--- src/rtl/multicycle_ctrl.sv ---
// Multi-cycle RV32I control FSM: sequences IF/ID/EX/MEM/WB,
// drives datapath strobes and counts retired instructions.
module multicycle_ctrl #(
  parameter int CNT_W = 32
) (
  input  logic             CLK,
  input  logic             RST,
  input  logic [31:0]      INST,
  input  logic             BrTkn,
  input  logic             MEM_RDY,
  output logic [3:0]       ALU_OP,
  output logic [1:0]       ALU_SRC_A,
  output logic [1:0]       ALU_SRC_B,
  output logic             PC_WRITE,
  output logic             PC_SRC,
  output logic             IR_WRITE,
  output logic             IORD,
  output logic             MEM_READ,
  output logic             MEM_WRITE,
  output logic             REG_WRITE,
  output logic [1:0]       WB_SEL,
  output logic [2:0]       STATE,
  output logic             HALT,
  output logic [CNT_W-1:0] INSTR_CNT
);

  typedef enum logic [2:0] {
    S_IF   = 3'd0,
    S_ID   = 3'd1,
    S_EX   = 3'd2,
    S_MEM  = 3'd3,
    S_WB   = 3'd4,
    S_HALT = 3'd7
  } state_t;

  state_t state, next;

  logic [6:0] opc;
  logic [2:0] f3;
  logic       f7b5;
  logic       is_op, is_opi, is_ld, is_st, is_br;
  logic       is_jal, is_jalr, is_lui, is_auipc, legal;
  logic [3:0] alu_f;
  logic [3:0] br_op;
  logic       br_ok;
  logic       unused_bits;

  assign opc  = INST[6:0];
  assign f3   = INST[14:12];
  assign f7b5 = INST[30];
  assign unused_bits = ^{INST[31], INST[29:15], INST[11:7]};

  assign is_op    = opc == 7'b0110011;
  assign is_opi   = opc == 7'b0010011;
  assign is_ld    = opc == 7'b0000011;
  assign is_st    = opc == 7'b0100011;
  assign is_br    = opc == 7'b1100011;
  assign is_jal   = opc == 7'b1101111;
  assign is_jalr  = opc == 7'b1100111;
  assign is_lui   = opc == 7'b0110111;
  assign is_auipc = opc == 7'b0010111;
  assign legal    = is_op | is_opi | is_ld | is_st | is_br |
                    is_jal | is_jalr | is_lui | is_auipc;

  // funct7[5] selects SUB only for register ops, SRA for both
  always_comb begin
    alu_f = 4'h0;
    unique case (f3)
      3'b000: alu_f = (is_op && f7b5) ? 4'h1 : 4'h0;
      3'b001: alu_f = 4'h9;
      3'b010: alu_f = 4'h2;
      3'b011: alu_f = 4'h4;
      3'b100: alu_f = 4'h6;
      3'b101: alu_f = f7b5 ? 4'hB : 4'hA;
      3'b110: alu_f = 4'h8;
      3'b111: alu_f = 4'h7;
      default: alu_f = 4'h0;
    endcase
  end

  always_comb begin
    br_op = 4'h0;
    br_ok = 1'b1;
    unique case (f3)
      3'b000: br_op = 4'hC;
      3'b001: br_op = 4'hD;
      3'b100: br_op = 4'h2;
      3'b101: br_op = 4'h3;
      3'b110: br_op = 4'h4;
      3'b111: br_op = 4'h5;
      default: br_ok = 1'b0;
    endcase
  end

  always_ff @(posedge CLK or posedge RST) begin
    if (RST) state <= S_IF;
    else     state <= next;
  end

  always_comb begin
    next      = state;
    ALU_OP    = 4'h0;
    ALU_SRC_A = 2'd0;
    ALU_SRC_B = 2'd0;
    PC_WRITE  = 1'b0;
    PC_SRC    = 1'b0;
    IR_WRITE  = 1'b0;
    IORD      = 1'b0;
    MEM_READ  = 1'b0;
    MEM_WRITE = 1'b0;
    REG_WRITE = 1'b0;
    WB_SEL    = 2'd0;
    HALT      = 1'b0;
    if (!RST) begin
      unique case (state)
        S_IF: begin
          MEM_READ  = 1'b1;
          ALU_SRC_B = 2'd2;
          IR_WRITE  = MEM_RDY;
          PC_WRITE  = MEM_RDY;
          if (MEM_RDY) next = S_ID;
        end
        S_ID: begin
          ALU_SRC_A = 2'd1;
          ALU_SRC_B = 2'd1;
          next = legal ? S_EX : S_HALT;
        end
        S_EX: begin
          next = S_WB;
          unique case (1'b1)
            is_op: begin
              ALU_SRC_A = 2'd2;
              ALU_OP    = alu_f;
            end
            is_opi: begin
              ALU_SRC_A = 2'd2;
              ALU_SRC_B = 2'd1;
              ALU_OP    = alu_f;
            end
            is_ld, is_st: begin
              ALU_SRC_A = 2'd2;
              ALU_SRC_B = 2'd1;
              next = S_MEM;
            end
            is_lui: begin
              ALU_SRC_A = 2'd3;
              ALU_SRC_B = 2'd1;
            end
            is_auipc: begin
              ALU_SRC_A = 2'd1;
              ALU_SRC_B = 2'd1;
            end
            is_br: begin
              ALU_SRC_A = 2'd2;
              PC_SRC    = 1'b1;
              if (br_ok) begin
                ALU_OP   = br_op;
                PC_WRITE = BrTkn;
                next = S_IF;
              end else begin
                next = S_HALT;
              end
            end
            is_jal: begin
              PC_WRITE = 1'b1;
              PC_SRC   = 1'b1;
            end
            is_jalr: begin
              ALU_SRC_A = 2'd2;
              ALU_SRC_B = 2'd1;
              PC_WRITE  = 1'b1;
            end
            default: next = S_HALT;
          endcase
        end
        S_MEM: begin
          IORD      = 1'b1;
          MEM_READ  = is_ld;
          MEM_WRITE = is_st;
          if (MEM_RDY) next = is_ld ? S_WB : S_IF;
        end
        S_WB: begin
          REG_WRITE = 1'b1;
          if (is_ld)                WB_SEL = 2'd1;
          else if (is_jal | is_jalr) WB_SEL = 2'd2;
          next = S_IF;
        end
        S_HALT: HALT = 1'b1;
        default: next = S_HALT;
      endcase
    end
  end

  always_ff @(posedge CLK or posedge RST) begin
    if (RST)
      INSTR_CNT <= '0;
    else if (next == S_IF &&
             (state == S_EX || state == S_MEM || state == S_WB))
      INSTR_CNT <= INSTR_CNT + CNT_W'(1);
  end

  assign STATE = state;

endmodule

--- config.mk ---
export PLATFORM = sky130hd
export DESIGN_NAME = multicycle_ctrl
export DESIGN_NICKNAME = d
export VERILOG_FILES = /design/src/rtl/multicycle_ctrl.sv
export SDC_FILE = /design/constraint.sdc
export NUM_CORES = 1
export LEC_CHECK = 0
export ABC_AREA = 1
export CAP_MARGIN = 0
export CORE_AREA = 4 4 102 104
export CTS_BUF_LIST = sky130_fd_sc_hd__clkbuf_4
export DETAILED_ROUTE_END_ITERATION = 16
export DIE_AREA = 0 0 106 108
export GPL_TIMING_DRIVEN = 0
export PLACE_DENSITY_LB_ADDON = 0.25
export SETUP_SLACK_MARGIN = 0.5
export SLEW_MARGIN = 25
export SYNTH_ARGS = -nofsm -noshare
export SYNTH_HDL_FRONTEND = slang
export SYNTH_SLANG_ARGS = --single-unit
--- constraint.sdc ---
create_clock -name CLK -period 2.4 [get_ports CLK]
set_input_delay 0.48 -clock CLK [delete_from_list [all_inputs] [get_ports CLK]]
set_output_delay 0.48 -clock CLK [all_outputs]
set_load 0.02 [all_outputs]
==> flow_summary.toml <==
[route]
wl_per_cell_um = 14.6
first_pass_iters = 4
wl_mm = 9.94
vias_per_cell = 4.95
ant_nets = 0
vias = 3361
remaining_drc_errors = 0
drtIter0Drc = 136

[synthesis]
synth-seq-cells = 35
yosysTopAreaCell = "dfrtp_1"
synthCells = 432
synth_area_leaders = "dfrtp_1 (31%), nand2_1 (20%), nand4_1 (8.1%)"
syn_area_um2 = 2800
synth_cell_types = 30
yosysTopAreaCellShare = 0.313
avgSynthCellArea_um2 = 6.47
yosysWarnings = 0
synthesis.nets = 469
async_reset_ff_frac = 1.00
synth_edf_count = 0
synth-main-ff-cell = "dfrtp_1"
ys_seq_area_frac = 0.313

[flow_run]
drv_cap = 0

[sta]
tightestPinTransition_ns = 0.577
hold_violations = 0
tns_ns = 0
skew_ns = 0.0116
fmax_mhz = 478
setup_slack_ns = 0.309
final-max-slew-violation-count = 0
period_needed_ns = 2.09
relSlewSlack = 0.613
period_share = 0.871
rsz0062_at_grt = "true"
setup_violations = 0

[cells_and_area]
final_common_cell = "nand2_1"
final_util = 0.463
instances_no_fill = 679
syn_to_final_growth_pct = 58.3
drive_above_1_share = 0.368
n_antenna_cell = 0
final_cell_mix = "nand2_1 (103), nand2_2 (38), buf_4 (38)"
fin_nets = 582

[clock_tree]
tritoncts = "built"
numCtsBuffers = 5
htree_levels = 2
clk_latency_ns = 0.35
clock_path_buffers = 2
clock-sinks = 35
clockRootBuffer = "clkbuf_4"
hold_buffers = 0
clkTransAtPathRegs_ns = 0.11

[place]
io_buffers = 67
pre_cts_ws_ns = -1.07
dp_hpwl_mm = 6.62
post-place-cells = 632
gp_congestion = 0.874

[floorplanning]
num_rows = 36
die_h_um = 108
core_area_um2 = 9550
ios = 89
initial_core_util = 0.293
die_area_um2 = 11400
die_width_um = 106

[global_routing]
antenna_found_initial = 0
grt_usage = 0.169
grt_pass1_wl_mm = 15.8
grt_pass1_vias = 3150
grt_overflow = 0
grt_max_degree = 20

[setup_path]
crit_type = "reg -> out"
critPathTopFamily = "flip-flops"
cp-start-kind = "flip-flop"
endpoint_kind = "primary output"
crit_slowest_cell = "dfrtp_2"
path_cells = "buf_6, nor3_4, nand2_1, nor3_2, buf_4"
cp_data_arrival_time_ns = 1.61
crit_fanout = 7
crit_required_ns = 1.92
critPathBufInv = 2
critical_path.max_stage_delay_ns = 0.51

[power_and_ir_drop]
leakage_nw = 2.19
p_per_area_nw_per_um2 = 654
power.total_mw = 2.89
peakVddDrop_mv = 0.331

[worst_hold_path]
hold_path.class = "in -> async"

[status]
outcome = "complete, no violations"
[registers in the layout, indices dropped and copies added (netlist names)]
| name | cells |
|---|---|
| INSTR_CNT | 32 |
| STATE | 3 |
[final cells by class]
cell class	count	area, um^2
fillers	988	5120
multi-input cells	343	2120
repair buffers	104	925
flip-flops and latches	35	883
well taps	133	166
inverters	40	164
plain buffers	14	105
clock buffers	6	45.0
repair inverters	2	12.5
clock inverters	2	7.51
[cells in the mapped netlist (all sizes together) (2+ instances only)]
cell type and number:
nor3 19, nor4 2, nand4 36, nand3b 2, a41oi 2, xor2 18, clkbuf 2, buf 12
dfrtp 35, xnor2 10, a21oi 9, nand2 152, nor2 52, o21ai 7, nand3 29, inv 40
[power breakdown]
group          internal [mW]  switching, mW  leakage [nW]  total, mW
Sequential             0.646         0.0872         0.470      0.733
Clock                  0.120          0.205        0.0307      0.325
Combinational          0.743           1.09          1.69       1.84
Total                   1.51           1.38          2.19       2.89
[final timing paths]
kind	start	end	slack (ns)	cells after the start
min in group CLK	INSTR_CNT[31]	INSTR_CNT[31]	0.54	2
worst min register to register	INSTR_CNT[31]	INSTR_CNT[31]	0.54	2
worst max-delay path	STATE[2]	MEM_WRITE	0.31	5
max in group asynchronous	RST	INSTR_CNT[5]	1.78	2
worst min-delay path	RST	INSTR_CNT[16]	0.27	2
worst max register to register	STATE[2]	INSTR_CNT[11]	0.37	14
[per-stage QoR]
stage	cell area, um^2	hold WS [ns]
floorplan	2830	0.444
global placement	3670	0.507
detailed placement	3670	0.513
CTS	4010	0.234
global route	4430	0.265
finish	4430	0.269
[metal layers]
layer,part of all wire,routed length (um),global-route usage,vias up
li1,-,-,-,1649
met1,0.46,4600,0.228,1599
met2,0.48,4770,0.278,97
met3,0.044,433,0.0293,16
met4,0.014,139,0.0490,0
met5,0,0,0,-
[timing repair]
| item | CTS | global route |
|---|---|---|
| endpoints found under the hold margin | 0 | 0 |
| pin swaps | 24 | 32 |
| buffers inserted | 23 | 11 |
| gates cloned | 3 | 2 |
| resized for setup | 230 | 104 |
| endpoints found under the setup margin | 86 | 52 |
[cell families (layout without fill, tap and decap cells)]
logic type	after synthesis	after routing	synth area share
AO/OA/AOI/OAI	20	20	0.0394
XOR/XNOR	28	28	0.0877
adder cells (fa/ha/maj)	1	1	0.00448
buffers and inverters	54	168	0.0846
flip-flops	35	35	0.313
AND/OR/NAND/NOR	294	294	0.470
No activity file was read; power rests on OpenSTA's default activity.
